**config.mk**
```make
export PLATFORM = sky130hd
export DESIGN_NAME = mmio_bus_ctrl_flat
export DESIGN_NICKNAME = d
export VERILOG_FILES = /design/src/rtl/mmio_bus_ctrl_if.sv /design/src/rtl/mmio_bus_ctrl.sv /design/src/flat_wrapper.sv
export SDC_FILE = /design/constraint.sdc
export NUM_CORES = 1
export LEC_CHECK = 0
export CAP_MARGIN = 20
export CORE_UTILIZATION = 30
export DETAILED_ROUTE_END_ITERATION = 6
export GPL_ROUTABILITY_DRIVEN = 0
export HOLD_SLACK_MARGIN = 0.02
export PLACE_DENSITY_LB_ADDON = 0.05
export SLEW_MARGIN = 20
export SYNTH_ARGS = -nofsm -noshare
export SYNTH_HDL_FRONTEND = slang
export SYNTH_SLANG_ARGS = --single-unit
```
**constraint.sdc**
```tcl
create_clock -name i_clk -period 2.74 [get_ports i_clk]
set_input_delay 0.274 -clock i_clk [delete_from_list [all_inputs] [get_ports i_clk]]
set_output_delay 0.274 -clock i_clk [all_outputs]
set_load 0.005 [all_outputs]
```
**src/rtl/mmio_bus_ctrl_if.sv**
```systemverilog
// Core-side data bus: store strobe, byte address, store data and combinational load data.
interface mmio_bus_ctrl_if;
  logic        memwrite;
  logic [31:0] dataaddr;
  logic [31:0] writedata;
  logic [31:0] readdata;

  modport master (output memwrite, dataaddr, writedata, input readdata);
  modport slave  (input memwrite, dataaddr, writedata, output readdata);
endinterface

```
**src/rtl/mmio_bus_ctrl.sv**
```systemverilog
// Data-bus decoder for the single-cycle core: dmem/smem routing plus keyboard FIFO,
// millisecond timer, LED and sound-period registers. Loads are combinational, stores commit at i_clk.
module mmio_bus_ctrl #(
  parameter int KEY_DEPTH    = 8,
  parameter int TICKS_PER_MS = 100000
) (
  input  logic                i_clk,
  input  logic                i_reset,
  mmio_bus_ctrl_if.slave      bus,
  output logic                o_dmem_we,
  input  logic [31:0]         i_dmem_rd,
  output logic                o_smem_we,
  input  logic [31:0]         i_smem_rd,
  input  logic                i_key_valid,
  input  logic [7:0]          i_key_code,
  output logic [15:0]         o_led,
  output logic [31:0]         o_sound_period
);
  localparam int AW = $clog2(KEY_DEPTH);
  localparam int CW = AW + 1;
  localparam int PW = $clog2(TICKS_PER_MS);

  logic [31:0]   w_addr;
  logic          w_sel_dmem, w_sel_smem, w_sel_kdata, w_sel_kstat;
  logic          w_sel_timer, w_sel_led, w_sel_sound;
  logic          w_full, w_nonempty, w_push, w_pop, w_drop, w_ovf_clr, w_tick;
  logic [7:0]    w_cnt8;
  logic          w_unused;

  logic [7:0]    r_mem [KEY_DEPTH];
  logic [AW-1:0] r_rd_ptr, r_wr_ptr;
  logic [CW-1:0] r_count;
  logic          r_ovf;
  logic [PW-1:0] r_presc;
  logic [31:0]   r_timer;
  logic [15:0]   r_led;
  logic [31:0]   r_sound;

  // Byte offset is irrelevant: all registers are word-wide.
  assign w_addr      = {bus.dataaddr[31:2], 2'b00};
  assign w_unused    = ^bus.dataaddr[1:0];
  assign w_sel_dmem  = (w_addr[31:16] == 16'h1001);
  assign w_sel_smem  = (w_addr[31:16] == 16'h1002);
  assign w_sel_kdata = (w_addr == 32'h1003_0000);
  assign w_sel_kstat = (w_addr == 32'h1003_0004);
  assign w_sel_timer = (w_addr == 32'h1003_0008);
  assign w_sel_led   = (w_addr == 32'h1003_0010);
  assign w_sel_sound = (w_addr == 32'h1003_0014);

  assign o_dmem_we = bus.memwrite & w_sel_dmem;
  assign o_smem_we = bus.memwrite & w_sel_smem;

  assign w_full     = (r_count == CW'(KEY_DEPTH));
  assign w_nonempty = (r_count != '0);
  assign w_cnt8     = 8'(r_count);
  assign w_pop      = bus.memwrite & w_sel_kdata & w_nonempty;
  // A pop in the same cycle frees the slot, so a full FIFO still accepts the push.
  assign w_push     = i_key_valid & (~w_full | w_pop);
  assign w_drop     = i_key_valid & w_full & ~w_pop;
  assign w_ovf_clr  = bus.memwrite & w_sel_kstat & bus.writedata[2];
  assign w_tick     = (r_presc == PW'(TICKS_PER_MS - 1));

  always_comb begin
    bus.readdata = '0;
    if (w_sel_dmem)       bus.readdata = i_dmem_rd;
    else if (w_sel_smem)  bus.readdata = i_smem_rd;
    else if (w_sel_kdata) bus.readdata = w_nonempty ? {24'h0, r_mem[r_rd_ptr]} : 32'h0;
    else if (w_sel_kstat) bus.readdata = {16'h0, w_cnt8, 5'h0, r_ovf, w_full, w_nonempty};
    else if (w_sel_timer) bus.readdata = r_timer;
    else if (w_sel_led)   bus.readdata = {16'h0, r_led};
    else if (w_sel_sound) bus.readdata = r_sound;
  end

  always_ff @(posedge i_clk) begin
    if (w_push) r_mem[r_wr_ptr] <= i_key_code;
  end

  always_ff @(posedge i_clk) begin
    if (!i_reset) begin
      r_rd_ptr <= '0;
      r_wr_ptr <= '0;
      r_count  <= '0;
      r_ovf    <= 1'b0;
    end else begin
      if (w_push) r_wr_ptr <= r_wr_ptr + 1'b1;
      if (w_pop)  r_rd_ptr <= r_rd_ptr + 1'b1;
      r_count <= r_count + CW'(w_push) - CW'(w_pop);
      // Set dominates clear so an overflow is never lost.
      if (w_drop)         r_ovf <= 1'b1;
      else if (w_ovf_clr) r_ovf <= 1'b0;
    end
  end

  always_ff @(posedge i_clk) begin
    if (!i_reset) begin
      r_presc <= '0;
      r_timer <= '0;
    end else if (bus.memwrite && w_sel_timer) begin
      r_presc <= '0;
      r_timer <= bus.writedata;
    end else if (w_tick) begin
      r_presc <= '0;
      r_timer <= r_timer + 32'd1;
    end else begin
      r_presc <= r_presc + 1'b1;
    end
  end

  always_ff @(posedge i_clk) begin
    if (!i_reset) begin
      r_led   <= '0;
      r_sound <= '0;
    end else begin
      if (bus.memwrite && w_sel_led)   r_led   <= bus.writedata[15:0];
      if (bus.memwrite && w_sel_sound) r_sound <= bus.writedata;
    end
  end

  assign o_led          = r_led;
  assign o_sound_period = r_sound;
endmodule
```
**src/flat_wrapper.sv**
```systemverilog
// flat-port wrapper written by rule: the top's interface ports become plain ports
module mmio_bus_ctrl_flat 
#(
  parameter int KEY_DEPTH    = 8,
  parameter int TICKS_PER_MS = 100000
)
  (i_clk, i_reset, o_dmem_we, i_dmem_rd, o_smem_we, i_smem_rd, i_key_valid, i_key_code, o_led, o_sound_period, bus_memwrite, bus_dataaddr, bus_writedata, bus_readdata);
  mmio_bus_ctrl_if bus_i ();
  input  logic i_clk;
  input  logic i_reset;
  output logic o_dmem_we;
  input  logic [31:0] i_dmem_rd;
  output logic o_smem_we;
  input  logic [31:0] i_smem_rd;
  input  logic i_key_valid;
  input  logic [7:0] i_key_code;
  output logic [15:0] o_led;
  output logic [31:0] o_sound_period;
  input wire logic [$bits(bus_i.memwrite)-1:0] bus_memwrite;
  input wire logic [$bits(bus_i.dataaddr)-1:0] bus_dataaddr;
  input wire logic [$bits(bus_i.writedata)-1:0] bus_writedata;
  output wire logic [$bits(bus_i.readdata)-1:0] bus_readdata;
  assign bus_i.memwrite = bus_memwrite;
  assign bus_i.dataaddr = bus_dataaddr;
  assign bus_i.writedata = bus_writedata;
  assign bus_readdata = bus_i.readdata;
  mmio_bus_ctrl #(.KEY_DEPTH(KEY_DEPTH), .TICKS_PER_MS(TICKS_PER_MS)) u_core (.i_clk(i_clk), .i_reset(i_reset), .bus(bus_i), .o_dmem_we(o_dmem_we), .i_dmem_rd(i_dmem_rd), .o_smem_we(o_smem_we), .i_smem_rd(i_smem_rd), .i_key_valid(i_key_valid), .i_key_code(i_key_code), .o_led(o_led), .o_sound_period(o_sound_period));
endmodule
```
==> results of run 1 <==
-- per-layer routing --
metal,share of wire [%],GRT usage (%)
met4,1.5,5.54
met3,3.0,2.97
met1,45,24.6
met2,51,34.7
met5,0,0
-- cell usage after synthesis, drive strengths merged, types with 3 or more instances --
cell type  instances
mux2i             67
a21oi             31
or3               13
buf               27
o21ai             50
and2               8
o221ai             6
nand2b             7
a22oi             24
inv               14
o31ai              3
a211oi             4
mux2               6
nand3b             4
nor2             133
mux4              16
nand3             24
and4               8
a221o             20
nor4b              4
and3               3
clkbuf            27
xor2               8
xnor2             22
nand4             12
a21o               3
or4                6
nand2             25
nor4               9
a31oi             15
nor3              10
ha                 9
a221oi             5
o211ai             3
dfxtp            111
or4b               3
o31a               4
edfxtp            64
-- cell usage in the layout (no fill, tap or decap), drive strengths merged, types with 20 or more instances in the layout --
master,count
a21oi,31
a221o,20
a22oi,24
buf,114
clkbuf,32
clkdlybuf4s50,184
dfxtp,111
edfxtp,64
inv,24
mux2i,67
nand2,25
nand3,24
nor2,133
o21ai,50
xnor2,22
-- logic make-up (layout without fill, tap and decap cells) --
logic type	after synthesis	after routing	synth area share, %
compound gates	179	179	14.0
fa+ha+maj	10	10	1.52
simple gates	280	280	17.5
buf+inv	69	373	3.90
flops	175	175	47.5
xor+xnor	30	30	3.01
mux	89	89	12.6
-- stage by stage --
| step | TNS (ps) | setup WS [ps] | instances | utilization [%] |
|---|---|---|---|---|
| floorplan | 0 | 35.1 | 832 | - |
| global placement | -11550 | -229 | 1460 | 41.2 |
| detailed placement | -13560 | -272 | 1460 | 41.2 |
| CTS | -258 | -101 | 1515 | 44.6 |
| global route | -117 | -56.9 | 1520 | 44.7 |
| finish | 0 | 62.8 | 1520 | 44.7 |
-- path summary, 6_finish.rpt --
kind	depth (start not counted)	from	end
worst max-delay path	9	flip-flop	bus_readdata[4]
worst max register to register	10	u_core.r_count[2]$_SDFF_PN0_	u_core.r_count[1]$_SDFF_PN0_
worst min-delay path	2	u_core.r_ovf$_SDFFE_PN0P_	u_core.r_ovf$_SDFFE_PN0P_
worst min register to register	2	u_core.r_ovf$_SDFFE_PN0P_	u_core.r_ovf$_SDFFE_PN0P_
-- sequential cells by signal (all words and copies together), names as in the netlist, named ones only --
register / flops
u_core.r_rd_ptr: 3
u_core.r_presc: 17
u_core.r_mem: 64
u_core.o_led: 16
u_core.r_count: 4
u_core.r_ovf: 1
u_core.r_wr_ptr: 3
u_core.o_sound_period: 32
u_core.r_timer: 32
-- report_power, final --
part	switching [mW]	leakage (nW)	internal [mW]
logic	0.325	2.64	0.407
registers	0.0326	1.48	2.76
clock network	1.17	0.278	1.21
total	1.53	4.40	4.38
-- repair_timing --
| action | 4_1_cts | 5_1_grt |
|---|---|---|
| cloned | 5 | 0 |
| hold buffers | 0 | 0 |
| pin swaps | 21 | 15 |
| setup endpoints to repair | 34 | 41 |
| buffers inserted | 18 | 9 |
| gates resized for setup | 95 | 59 |
-- worst min-delay path: stages (launching register included) --
cell and delay (ps):
dfxtp_1 330, o31ai_1 70, a21oi_1 60
-- cell type report --
cell class	instances	area, um2
Sequential cell	175	4150
Inverter	15	56.3
Tap cell	384	480
Fill cell	2836	15900
Clock buffer	17	425
Multi-Input combinational cell	588	4450
Timing Repair Buffer	326	3120
Clock inverter	15	143
==> impl_metrics.toml, run 1 <==
[status]
status = "finished clean"

[pwr]
peakVddDrop_mv = 0.323
power.total_mw = 5.91
power.static_leakage_nw = 4.40
power_density_nw_per_um2 = 461

[final_layout]
diodes = 0
post_route_cells_drive_above_1_share_pct = 21.0
syn_to_final_growth_pct = 46.9
finalNetCount = 1273
design_area_um2 = 12800

[critical_path]
slowest_stage = "mux4_2"
crit_buf_inv = 4
crit_chain = "buf_8 -> buf_6 -> mux4_2 -> mux2i_1 -> o221ai_1 -> buf_4 -> a221oi_2 -> nor2_1 -> buf_2"
r2r_setup_slack_ps = 120
required_ps = 2470
worstPathArrival_ps = 2400
cp_max_fo = 4
end_kind = "output port"
crit_family = "multiplexers"
slowest_delay_ps = 500
cp-start-kind = "flip-flop"
critical_path_class = "reg2out"

[clock_network]
cts_root_buffer = "clkbuf_16"
htreeDepth = 4
worstSkewPairLatency_ps = 430
cts_buffers = 17
clockBufferDepth = 2
cts_tree = "built"
cts.sinks = 175
clkTransAtPathRegs_ps = 80

[drt]
firstDrtPassIters = 5
drc = 0
vias_per_cell = 4.93
num_vias = 7500
detail_route.wl_per_cell_um = 19.1
ant_nets = 0
routed_wirelength_um = 29000
drt_iter0_markers = 417

[grt]
grt_pass1_vias = 7629
grt_usage_pct = 19.6
grt_max_degree = 65
grt.overflow.total = 0
grt_pass1_wl_um = 45100
antenna_found_initial = 0

[placed_design]
placed_area_um2 = 11800
hpwl_um = 21000
portBuffers = 219

[logic_synthesis]
synth_top_area_share_pct = 25.4
synth_area_um2 = 8730
async_flop_share_pct = 0
yosys_warnings = 0
synthTopCellsByArea = "dfxtp_1, edfxtp_1, mux2i_1, nor2_1, mux4_2"
synth_edf_count = 64
ys_seq_area_share_pct = 47.5
avgSynthCellArea_um2 = 10.5
syn_nets = 982
yosys_register_bits = 175
syn_inst = 832
synth_cell_types = 72
ys.flop_type = "dfxtp_1"
synth_top_cell_by_area = "dfxtp_1"

[floorplan]
dieArea_um2 = 29800
start_util_pct = 30.4
pin_count = 222
rows = 62
coreArea_um2 = 28700
die_x_um = 173
die_y_um = 173

[flow_run]
max_cap_violations = 0

[worst_hold_path]
worstHoldPathType = "reg2reg"

[timing]
hold_viol = 0
layout_min_cycle_time_ps = 2680
finalSetupViolations = 0
max_freq_mhz = 374
rsz0062_at_grt = "true"
holdWs_ps = 493
tightest_slew_ps = 410
relSlewSlack_pct = 72.5
finalClockSkew_ps = 18.1
fin_crit_sh_pct = 97.7
slew_violations = 0
Power figures use the tool's default switching activity.
==> run 2, diff against run 1 <==
RECOVER_POWER = 50   (was default)
==> impl_metrics.toml, run 2 (synthesized netlist as in run 1, its figures left out) <==
[status]
status = "finished clean"

[final_layout]
design_area_um2 = 12800
seqCellArea_um2 = 4150
post_route_cells_drive_above_1_share_pct = 20.5
largest_reg_flops = 64
multi_input_area_um2 = 4430
layout_common_cells = "nor2_1, clkdlybuf4s50_1, dfxtp_1"
largest_register = "u_core.r_mem"
diodes = 0
fillCellCount = 2844
syn_to_final_growth_pct = 46.1
fin_cells = 1520
final_common_cell = "nor2_1"
finalNetCount = 1273

[drt]
drc = 0
num_vias = 7477
routed_wirelength_um = 29000
firstDrtPassIters = 4
drt_iter0_markers = 431
ant_nets = 0
vias_per_cell = 4.92
detail_route.wl_per_cell_um = 19.1

[clock_network]
clockBufferDepth = 2
clkTransAtPathRegs_ps = 80
cts_root_buffer = "clkbuf_16"
cts.sinks = 175
postCtsHoldBufs = 0
cts_buffers = 17
worstSkewPairLatency_ps = 440
htreeDepth = 4
cts_tree = "built"

[critical_path]
crit_chain = "inv_1 -> ha_1 -> a2111o_1 -> clkbuf_1 -> clkbuf_4 -> or4_4 -> nand2_1 -> ha_2 -> fa_1 -> and2_1"
crit_buf_inv = 3
end_kind = "flip-flop"
slowest_delay_ps = 430
required_ps = 3050
cp_max_fo = 4
crit_family = "adder cells"
cp-start-kind = "flip-flop"
critical_path_class = "reg2reg"
worstPathArrival_ps = 2990
slowest_stage = "a2111o_1"

[pwr]
power_density_nw_per_um2 = 463
peakVddDrop_mv = 0.323
power.static_leakage_nw = 4.55

[timing]
tightest_slew_ps = 704
slew_violations = 0
hold_viol = 0
max_freq_mhz = 373
finalSetupViolations = 0
rsz0062_at_grt = "true"
fin_tns_setup_ps = 0
fin_crit_sh_pct = 97.8
relSlewSlack_pct = 53.1
layout_min_cycle_time_ps = 2680
finalClockSkew_ps = 22.5

[grt]
grt_usage_pct = 19.6
grt_pass1_vias = 7629
antenna_found_initial = 0
grt_max_degree = 65
grt_pass1_wl_um = 45100
grt.overflow.total = 0

[floorplan]
die_x_um = 173
pin_count = 222
start_util_pct = 30.4
die_y_um = 173
rows = 62
dieArea_um2 = 29800
coreArea_um2 = 28700

[flow_run]
max_cap_violations = 0

[placed_design]
hpwl_um = 21000
portBuffers = 219
placed_area_um2 = 11800
placed_cells = 1460

[worst_hold_path]
worstHoldPathType = "reg2reg"
run 2: cell type report:
type	count	area share (%)
repair buffers	326	24.0
inverters	15	0.441
multi-input cells	588	34.8
well taps	384	3.77
flip-flops and latches	175	32.5
clock buffers	17	3.34
clock inverters	15	1.12
run 2: repair_timing:
item | 4_1_cts | 5_1_grt
setup endpoints to repair | 34 | 41
pin swaps | 21 | 15
setup buffers | 18 | 9
cloned | 5 | 0
resized for setup | 95 | 59
run 2: worst paths after layout:
| check | cells past startpoint | to | start | slack, ps |
|---|---|---|---|---|
| worst min-delay path | 2 | u_core.r_ovf$_SDFFE_PN0P_ | u_core.r_ovf$_SDFFE_PN0P_ | 500 |
| worst min register to register | 2 | u_core.r_ovf$_SDFFE_PN0P_ | u_core.r_ovf$_SDFFE_PN0P_ | 500 |
| worst max register to register | 10 | u_core.r_count[1]$_SDFF_PN0_ | u_core.r_count[2]$_SDFF_PN0_ | 60 |
| worst max-delay path | 10 | u_core.r_count[1]$_SDFF_PN0_ | u_core.r_count[2]$_SDFF_PN0_ | 60 |
run 2: stage by stage:
step	util [%]	hold slack, ps	power, mW	worst slack (ps)
2_1_floorplan	-	373	3.12	35.1
3_3_place_gp	41.2	475	3.55	-229
3_5_place_dp	41.2	491	3.55	-272
4_1_cts	44.6	485	5.97	-101
5_1_grt	44.4	507	6.14	-56.9
6_report	44.4	498	5.90	61.0
run 2: power breakdown:
group	switching (mW)	internal, mW
sequential	0.0330	2.76
combinational	0.323	0.399
clock	1.17	1.21
total	1.53	4.37
run 2: worst register-to-register path, cell delays in order, from the launching register on:
cell and delay, ps:
dfxtp_1 340, inv_1 60, ha_1 220, a2111o_1 430, clkbuf_1 150, clkbuf_4 140, or4_4 430, nand2_1 80
ha_2 180, fa_1 400, and2_1 160
run 2: layer usage:
metal | vias up | wire (um) | global-route usage, %
met5 | - | 0 | 0
met4 | 0 | 450 | 5.54
met3 | 23 | 807 | 2.97
met2 | 121 | 14600 | 34.7
met1 | 3608 | 13100 | 24.6
li1 | 3725 | - | -
==> run 3, diff against run 2 <==
==> constraint.sdc (replaced) <==
create_clock -name i_clk -period 2.74 [get_ports i_clk]
set_input_delay 0.274 -clock i_clk [delete_from_list [all_inputs] [get_ports i_clk]]
set_output_delay 0.274 -clock i_clk [all_outputs]
set_load 0.1 [all_outputs]
==> impl_metrics.toml, run 3 (synthesized netlist as in run 1, its figures left out) <==
[status]
status = "finished, violations left"
violations = "setup timing"

[clock_network]
clockBufferDepth = 2
htreeDepth = 4
clkTransAtPathRegs_ps = 80
worstSkewPairLatency_ps = 440
cts_tree = "built"
cts_root_buffer = "clkbuf_16"
cts_buffers = 17
cts.sinks = 175

[timing]
fin_crit_sh_pct = 103
finalClockSkew_ps = 17.5
layout_min_cycle_time_ps = 2820
holdWs_ps = 501
tightest_slew_ps = 1290
slew_violations = 0
fin_tns_setup_ps = -242
hold_viol = 0
rsz0062_at_grt = "true"
fin_ws_ps = -80.4
max_freq_mhz = 355
finalSetupViolations = 5
relSlewSlack_pct = 14.7

[floorplan]
coreArea_um2 = 28700
rows = 62
start_util_pct = 30.4
dieArea_um2 = 29800
die_x_um = 173
pin_count = 222
die_y_um = 173

[worst_hold_path]
worstHoldPathType = "in2reg"

[pwr]
p_switching_mw = 1.59
pwr-share-seq_pct = 46.3
p_int_mw = 4.46
clockPowerShare_pct = 42.4
power_density_nw_per_um2 = 477
power.static_leakage_nw = 4.19
sw_frac_of_total_pct = 26.3
combPwrFrac_pct = 11.2
power.total_mw = 6.05
peakVddDrop_mv = 0.367

[critical_path]
end_kind = "output port"
critical_path_class = "reg2out"
worstPathArrival_ps = 2550
required_ps = 2470
cp_max_fo = 6
cp-start-kind = "flip-flop"

[placed_design]
placed_cells = 1448
portBuffers = 219
hpwl_um = 21600
placed_area_um2 = 12000
place_ws_ps = -170

[final_layout]
syn_to_final_growth_pct = 45.3
seqCellArea_um2 = 4150
multi_input_area_um2 = 4480
finalNetCount = 1242
final_common_cell = "clkdlybuf4s50_1"
post_route_cells_drive_above_1_share_pct = 19.8
fin_cells = 1490
largest_register = "u_core.r_mem"
largest_reg_flops = 64
fillCellCount = 2788
design_area_um2 = 12700
utilization_pct = 44.2
layout_common_cells = "clkdlybuf4s50_1, nor2_1, dfxtp_1"

[drt]
num_vias = 7441
routed_wirelength_um = 29200
firstDrtPassIters = 4
vias_per_cell = 4.99
drc = 0
detail_route.wl_per_cell_um = 19.6
drt_iter0_markers = 370
ant_nets = 0

[flow_run]
max_cap_violations = 0

[grt]
grt.overflow.total = 0
grt_usage_pct = 19.6
grt_pass1_vias = 7596
grt_max_degree = 46
grt_pass1_wl_um = 44900
antenna_found_initial = 1
run 3: power groups by stage:
| stage | Clock, mW | Sequential [mW] | Combinational, mW |
|---|---|---|---|
| 5_1_grt | 2.73 | 2.81 | 0.744 |
| 3_3_place_gp | 0 | 2.86 | 0.650 |
| 3_5_place_dp | 0 | 2.86 | 0.647 |
| 2_1_floorplan | 0 | 2.85 | 0.277 |
| 4_1_cts | 2.63 | 2.80 | 0.678 |
| 6_report | 2.57 | 2.80 | 0.680 |
run 3: layer usage:
metal  track usage, %  share of wire [%]
met3             3.63                4.1
met4             5.80                1.7
met1             23.1                 42
met2             35.9                 52
met5                0                  0
run 3: final cells by class:
| cell class | instances | area share, % |
|---|---|---|
| diodes | 1 | 0.0197 |
| flip-flops and latches | 175 | 32.7 |
| clock buffers | 17 | 3.35 |
| well taps | 384 | 3.79 |
| multi-input cells | 588 | 35.3 |
| clock inverters | 15 | 1.61 |
| inverters | 15 | 0.444 |
| repair buffers | 295 | 22.8 |
run 3: critical path: stages (launching register included):
cell     delay, ps
dfxtp_4        400
buf_12         140
buf_12         100
buf_6           90
mux4_2         500
mux2i_2        190
nor2_1          60
o31ai_1        230
buf_4          180
a21oi_4         50
buf_12         170
run 3: repair_timing:
action | 4_1_cts | 5_1_grt
cloned | 1 | 0
endpoints found under the setup margin | 7 | 40
hold endpoints to repair | 0 | 0
pin swaps | 6 | 15
resized for setup | 27 | 13
hold buffers | 0 | 0
buffers inserted | 6 | 3
run 3: path summary, 6_finish.rpt:
path,endpoint,slack [ps],cells after the start,from
setup / recovery,bus_readdata[0],-80,10,flip-flop
hold / removal,u_core.o_sound_period[31]$_SDFFE_PN0P_,500,3,bus_writedata[31]
setup reg to reg,u_core.r_mem[1][7]$_DFFE_PP_,150,10,u_core.r_count[2]$_SDFF_PN0_
hold reg to reg,u_core.r_presc[0]$_SDFF_PP0_,510,1,u_core.r_presc[0]$_SDFF_PP0_
